**config.mk**
```make
export PLATFORM = sky130hd
export DESIGN_NAME = hazard_forward_unit
export DESIGN_NICKNAME = d
export VERILOG_FILES = /design/src/rtl/hazard_forward_unit.sv
export SDC_FILE = /design/constraint.sdc
export NUM_CORES = 1
export LEC_CHECK = 0
export BUFFER_PORTS_ARGS = -buffer_cell sky130_fd_sc_hd__buf_4
export CAP_MARGIN = 20
export CELL_PAD_IN_SITES_DETAIL_PLACEMENT = 0
export CELL_PAD_IN_SITES_GLOBAL_PLACEMENT = 2
export CORE_MARGIN = 3
export CORE_UTILIZATION = 27
export DETAILED_ROUTE_END_ITERATION = 8
export GPL_TIMING_DRIVEN = 0
export PLACE_DENSITY_LB_ADDON = 0.1
export SKIP_LAST_GASP = 1
export SLEW_MARGIN = 20
export SYNTH_ARGS = -nofsm -noshare
export SYNTH_HDL_FRONTEND = slang
export SYNTH_SLANG_ARGS = --single-unit
```
**constraint.sdc**
```tcl
create_clock -name clk_i -period 3.42 [get_ports clk_i]
set_clock_uncertainty 0.1 [all_clocks]
set_input_delay 0.684 -clock clk_i [delete_from_list [all_inputs] [get_ports clk_i]]
set_output_delay 0.684 -clock clk_i [all_outputs]
set_load 0.005 [all_outputs]
```
**src/rtl/hazard_forward_unit.sv**
```systemverilog
// Hazard/forwarding controller for a 5-stage RV32 pipeline: tracks the EX/MEM/WB writers,
// registers the EX operand-mux selects and raises load-use and memory-wait stalls/bubbles.
module hazard_forward_unit #(
  parameter int REG_AW      = 5,
  parameter int STALL_CNT_W = 16
) (
  input  logic                   clk_i,
  input  logic                   rst_ni,
  input  logic                   id_valid_i,
  input  logic [REG_AW-1:0]      id_rs1_i,
  input  logic [REG_AW-1:0]      id_rs2_i,
  input  logic                   id_uses_rs1_i,
  input  logic                   id_uses_rs2_i,
  input  logic [REG_AW-1:0]      id_rd_i,
  input  logic                   id_reg_write_i,
  input  logic                   id_mem_read_i,
  input  logic                   flush_i,
  input  logic                   mem_busy_i,
  output logic [1:0]             fwd_sel_a_o,
  output logic [1:0]             fwd_sel_b_o,
  output logic                   stall_o,
  output logic                   bubble_o,
  output logic [STALL_CNT_W-1:0] stall_count_o
);

  typedef enum logic [1:0] {RUN = 2'd0, LOAD_STALL = 2'd1, MEM_WAIT = 2'd2} state_e;

  typedef struct packed {
    logic              reg_write;
    logic [REG_AW-1:0] rd;
  } wr_t;

  typedef struct packed {
    logic mem_read;
    wr_t  wr;
  } ex_t;

  ex_t                    ex_q, ex_d;
  wr_t                    mem_q, wb_q;
  state_e                 state_q, state_d;
  logic [1:0][1:0]        sel_q, sel_d, sel_raw;
  logic [1:0][REG_AW-1:0] src;
  logic [1:0]             src_use, ex_hit, mem_hit, wb_hit;
  logic [STALL_CNT_W-1:0] stall_count_q, stall_count_d;
  logic                   load_use, kill_ex, lu_stall;

  assign src[0]     = id_rs1_i;
  assign src[1]     = id_rs2_i;
  assign src_use[0] = id_uses_rs1_i;
  assign src_use[1] = id_uses_rs2_i;

  // Operand 0 feeds mux A, operand 1 feeds mux B; x0 never matches.
  genvar gi;
  generate
    for (gi = 0; gi < 2; gi++) begin : g_operand
      logic live;
      assign live        = id_valid_i & src_use[gi] & (src[gi] != '0);
      assign ex_hit[gi]  = live & ex_q.wr.reg_write & (ex_q.wr.rd == src[gi]);
      assign mem_hit[gi] = live & mem_q.reg_write & (mem_q.rd == src[gi]);
      assign wb_hit[gi]  = live & wb_q.reg_write & (wb_q.rd == src[gi]);
      assign sel_raw[gi] = ex_hit[gi]  ? 2'b01 :
                           mem_hit[gi] ? 2'b10 :
                           wb_hit[gi]  ? 2'b11 : 2'b00;
    end
  endgenerate

  // EX is always a bubble in LOAD_STALL, so the guard also prevents a repeat stall.
  assign load_use = (state_q != LOAD_STALL) & ex_q.mem_read & (|ex_hit);
  assign kill_ex  = flush_i | load_use;
  assign lu_stall = load_use & ~flush_i & ~mem_busy_i;

  always_comb begin
    ex_d  = '0;
    sel_d = '0;
    if (!kill_ex) begin
      ex_d.mem_read     = id_valid_i & id_mem_read_i;
      ex_d.wr.reg_write = id_valid_i & id_reg_write_i;
      ex_d.wr.rd        = id_rd_i;
      sel_d             = sel_raw;
    end
  end

  always_comb begin
    stall_count_d = stall_count_q;
    if (lu_stall && (stall_count_q != '1)) begin
      stall_count_d = stall_count_q + STALL_CNT_W'(1);
    end
  end

  always_comb begin
    state_d = state_q;
    case (state_q)
      RUN: begin
        if (mem_busy_i) begin
          state_d = MEM_WAIT;
        end else if (lu_stall) begin
          state_d = LOAD_STALL;
        end
      end
      LOAD_STALL: state_d = mem_busy_i ? MEM_WAIT : RUN;
      MEM_WAIT: begin
        if (!mem_busy_i) begin
          state_d = RUN;
        end
      end
      default: state_d = RUN;
    endcase
  end

  always_ff @(posedge clk_i or negedge rst_ni) begin
    if (!rst_ni) begin
      ex_q          <= '0;
      mem_q         <= '0;
      wb_q          <= '0;
      sel_q         <= '0;
      stall_count_q <= '0;
      state_q       <= RUN;
    end else begin
      state_q <= state_d;
      if (!mem_busy_i) begin
        ex_q          <= ex_d;
        mem_q         <= ex_q.wr;
        wb_q          <= mem_q;
        sel_q         <= sel_d;
        stall_count_q <= stall_count_d;
      end
    end
  end

  // Gated by reset so the combinational controls also drop the instant reset asserts.
  assign fwd_sel_a_o   = sel_q[0];
  assign fwd_sel_b_o   = sel_q[1];
  assign stall_o       = rst_ni & (mem_busy_i | lu_stall);
  assign bubble_o      = rst_ni & ~mem_busy_i & kill_ex;
  assign stall_count_o = stall_count_q;

endmodule

```
==> flow_summary.yaml <==
yosys:
  synth_area_per_cell_um2: 11.9
  synth_area_mm2: 0.00215
  yosysWarnings: 0
  synth_edf_count: 0
  synthArstFlopShare: 1.00
  synthCells: 181
  synth_seq_cells: 41
  synth_compound_area_frac: 0.0948
  synth_fa_ha_area_frac: 0.00581
  synth_top_family_by_area: "XOR/XNOR gates"
  yosysUniqueCellTypes: 41
  synth_ff_type: "dfrtp_1"
  muxShareOfSynthArea: 0.0680
  yosys.area_share.simple: 0.156
  yosysSeqAreaShare: 0.477
  syn_nets: 206
  synthXorXnorAreaFrac: 0.183
place:
  dpl.hpwl_um: 4190
  preCtsSetupSlack_ps: 134
  gp_congestion: 0.872
  port_buffers: 44
sta:
  rsz0062_at_grt: "false"
  setup_viol: 0
  final.min_clock_period_ps: 3150
  min_period_over_period: 0.920
  tightest_slew_ps: 594
  slew_violations: 0
  setup_ws_ps: 273
  relSlewSlack: 0.604
  hold_ws_ps: 280
  timing.fmax_mhz: 318
  finalSetupTns_ps: 0
  final_hold_viol_count: 0
layout:
  drive_gt1_frac: 0.315
  num_antenna_cells: 0
  areaGrowthSynthToFinish_pct: 26.5
  final_nets: 259
  most-common-layout-cells: "buf_4 (46), dfrtp_1 (41), xnor2_1 (25)"
  final_common_cell: "buf_4"
power_and_ir_drop:
  switchingPower_uw: 263
  ir_worst_vdd_v: 0.000111
  p_per_area_mw_per_mm2: 377
  seq_power_share: 0.524
  p_int_uw: 763
  swShare: 0.256
  leakage_nw: 1.27
  finalPower_mw: 1.03
  p_clk_frac: 0.342
  comb_power_share: 0.134
critical_path:
  endpoint_kind: "primary output"
  crit_path_max_incr_delay_ps: 540
  crit_type: "in -> out"
  crit_top_cell: "buf_4"
  path_max_fanout: 5
  required_ps: 2640
  cp_cell_sequence: "buf_4 -> or4_1 -> o211ai_2 -> nand4b_4 -> a21bo_4 -> nor2b_1 -> nor3b_1 -> buf_4"
  startpoint_type: "input pin"
  cp_slowest_cell: "or4_1"
  arrival_ps: 2360
cts:
  h-tree-depth: 2
  cts_buffers: 5
  clockBufferDepth: 2
  cts_tree: "done"
  cts-root-buf: "clkbuf_8"
  cts_resized: 0
  clock-sinks: 41
  clk_latency_ps: 290
  path_clk_slew_ps: 80
floorplan:
  die_area_mm2: 0.00908
  rows: 31
  die_y_um: 95.3
  start_util: 0.287
  chipWidth_um: 95.3
  io_pins: 46
  coreArea_mm2: 0.00749
detailed_routing:
  drc: 0
  drt_iter0_drc: 38
  ant_nets: 0
  first_pass_iters: 4
  viasPerCell: 4.86
  vias: 1624
  wl_per_cell_um: 16.5
  drt_wl_total_um: 5510
run:
  max-cap-violations: 0
grt:
  global_route.usage.total: 0.132
  grt_remaining_overflow: 0
  grt_pass1_vias: 1782
  grt_max_degree: 44
  antenna_found_initial: 0
  grt_pass1_wl_um: 9160
hold_path:
  min_path_type: "in -> async"
run_status:
  status: "finished clean"
-- metal layers --
layer | global-route usage | up-vias | share of wire
met5 | 0 | - | 0
met4 | 0.0421 | 0 | 0.013
met3 | 0.0324 | 8 | 0.047
met2 | 0.222 | 38 | 0.49
met1 | 0.165 | 811 | 0.45
li1 | - | 767 | -
-- cell type report --
type                       instances  area, um2
tap                               99        124
multi-input combinational        133       1090
sequential                        41       1030
inverter                           1       3.75
fill                             747       4760
clock inverter                     1       5.00
buffer                             6       30.0
timing repair buffer              46        345
clock buffer                       7       96.3
-- through the flow --
stage | cell area (um2) | std cells | util
final | 2720 | 334 | 0.364
after global routing | 2720 | 334 | 0.364
after CTS | 2710 | 332 | 0.362
after detailed placement | 2610 | 324 | 0.348
after global placement | 2610 | 324 | 0.348
after floorplan | 2150 | 181 | -
-- path summary, 6_finish.rpt --
path,slack (ps),cells past startpoint,startpoint,to
worst max-delay path,270,8,id_rs2_i[1],bubble_o
worst min-delay path,280,1,rst_ni,stall_count_o[15]
worst max register to register,910,7,ex_q[3],stall_count_o[5]
worst min register to register,350,1,state_q[0],state_q[0]
max in group asynchronous,2560,1,rst_ni,wb_q[5]
min in group clk_i,350,1,state_q[0],state_q[0]
-- sequential cells by signal (all words and copies together) (netlist names) --
| register | flops |
|---|---|
| ex_q | 7 |
| stall_count_o | 16 |
| mem_q | 6 |
| fwd_sel_b_o | 2 |
| state_q | 2 |
| fwd_sel_a_o | 2 |
| wb_q | 6 |
-- critical path, delay by kind of cell --
| family | cells | cell delay, ps |
|---|---|---|
| AOI/OAI and AO/OA | 2 | 420 |
| buffers and inverters | 2 | 290 |
| and+or+nand+nor | 4 | 970 |
-- power by group through the flow --
stage | Clock [mW] | Sequential, mW | Combinational (mW)
floorplan | 0 | 0.539 | 0.0811
global placement | 0 | 0.546 | 0.138
detailed placement | 0 | 0.548 | 0.138
CTS | 0.366 | 0.538 | 0.140
global route | 0.384 | 0.542 | 0.154
finish | 0.351 | 0.537 | 0.137
-- cells by family after synthesis --
logic type,count (synthesis)
xor+xnor,45
fa+ha+maj,1
mux,13
simple gates,52
buf+inv,7
flops,41
compound gates,22
-- synthesized netlist by cell type (2+ instances only) --
cell type | number | share of area
a21boi_0 | 2 | 0.0070
a22o_1 | 7 | 0.028
a32o_1 | 4 | 0.019
and2_1 | 3 | 0.0087
and3_1 | 7 | 0.020
and4_1 | 2 | 0.0081
clkbuf_1 | 4 | 0.0070
dfrtp_1 | 41 | 0.48
mux2_2 | 12 | 0.063
nand2_1 | 5 | 0.0087
nand3_1 | 8 | 0.019
nand4_1 | 10 | 0.029
nor2_1 | 2 | 0.0035
nor4_1 | 4 | 0.012
xnor2_1 | 25 | 0.10
xor2_1 | 20 | 0.081
-- what timing repair did --
item                                    in CTS  in global routing
endpoints found under the setup margin       0                  1
hold buffers                                 0                  0
hold endpoints to repair                     0                  0
setup buffers                                0                  2
Note: power is estimated with default switching activity, not from simulation.
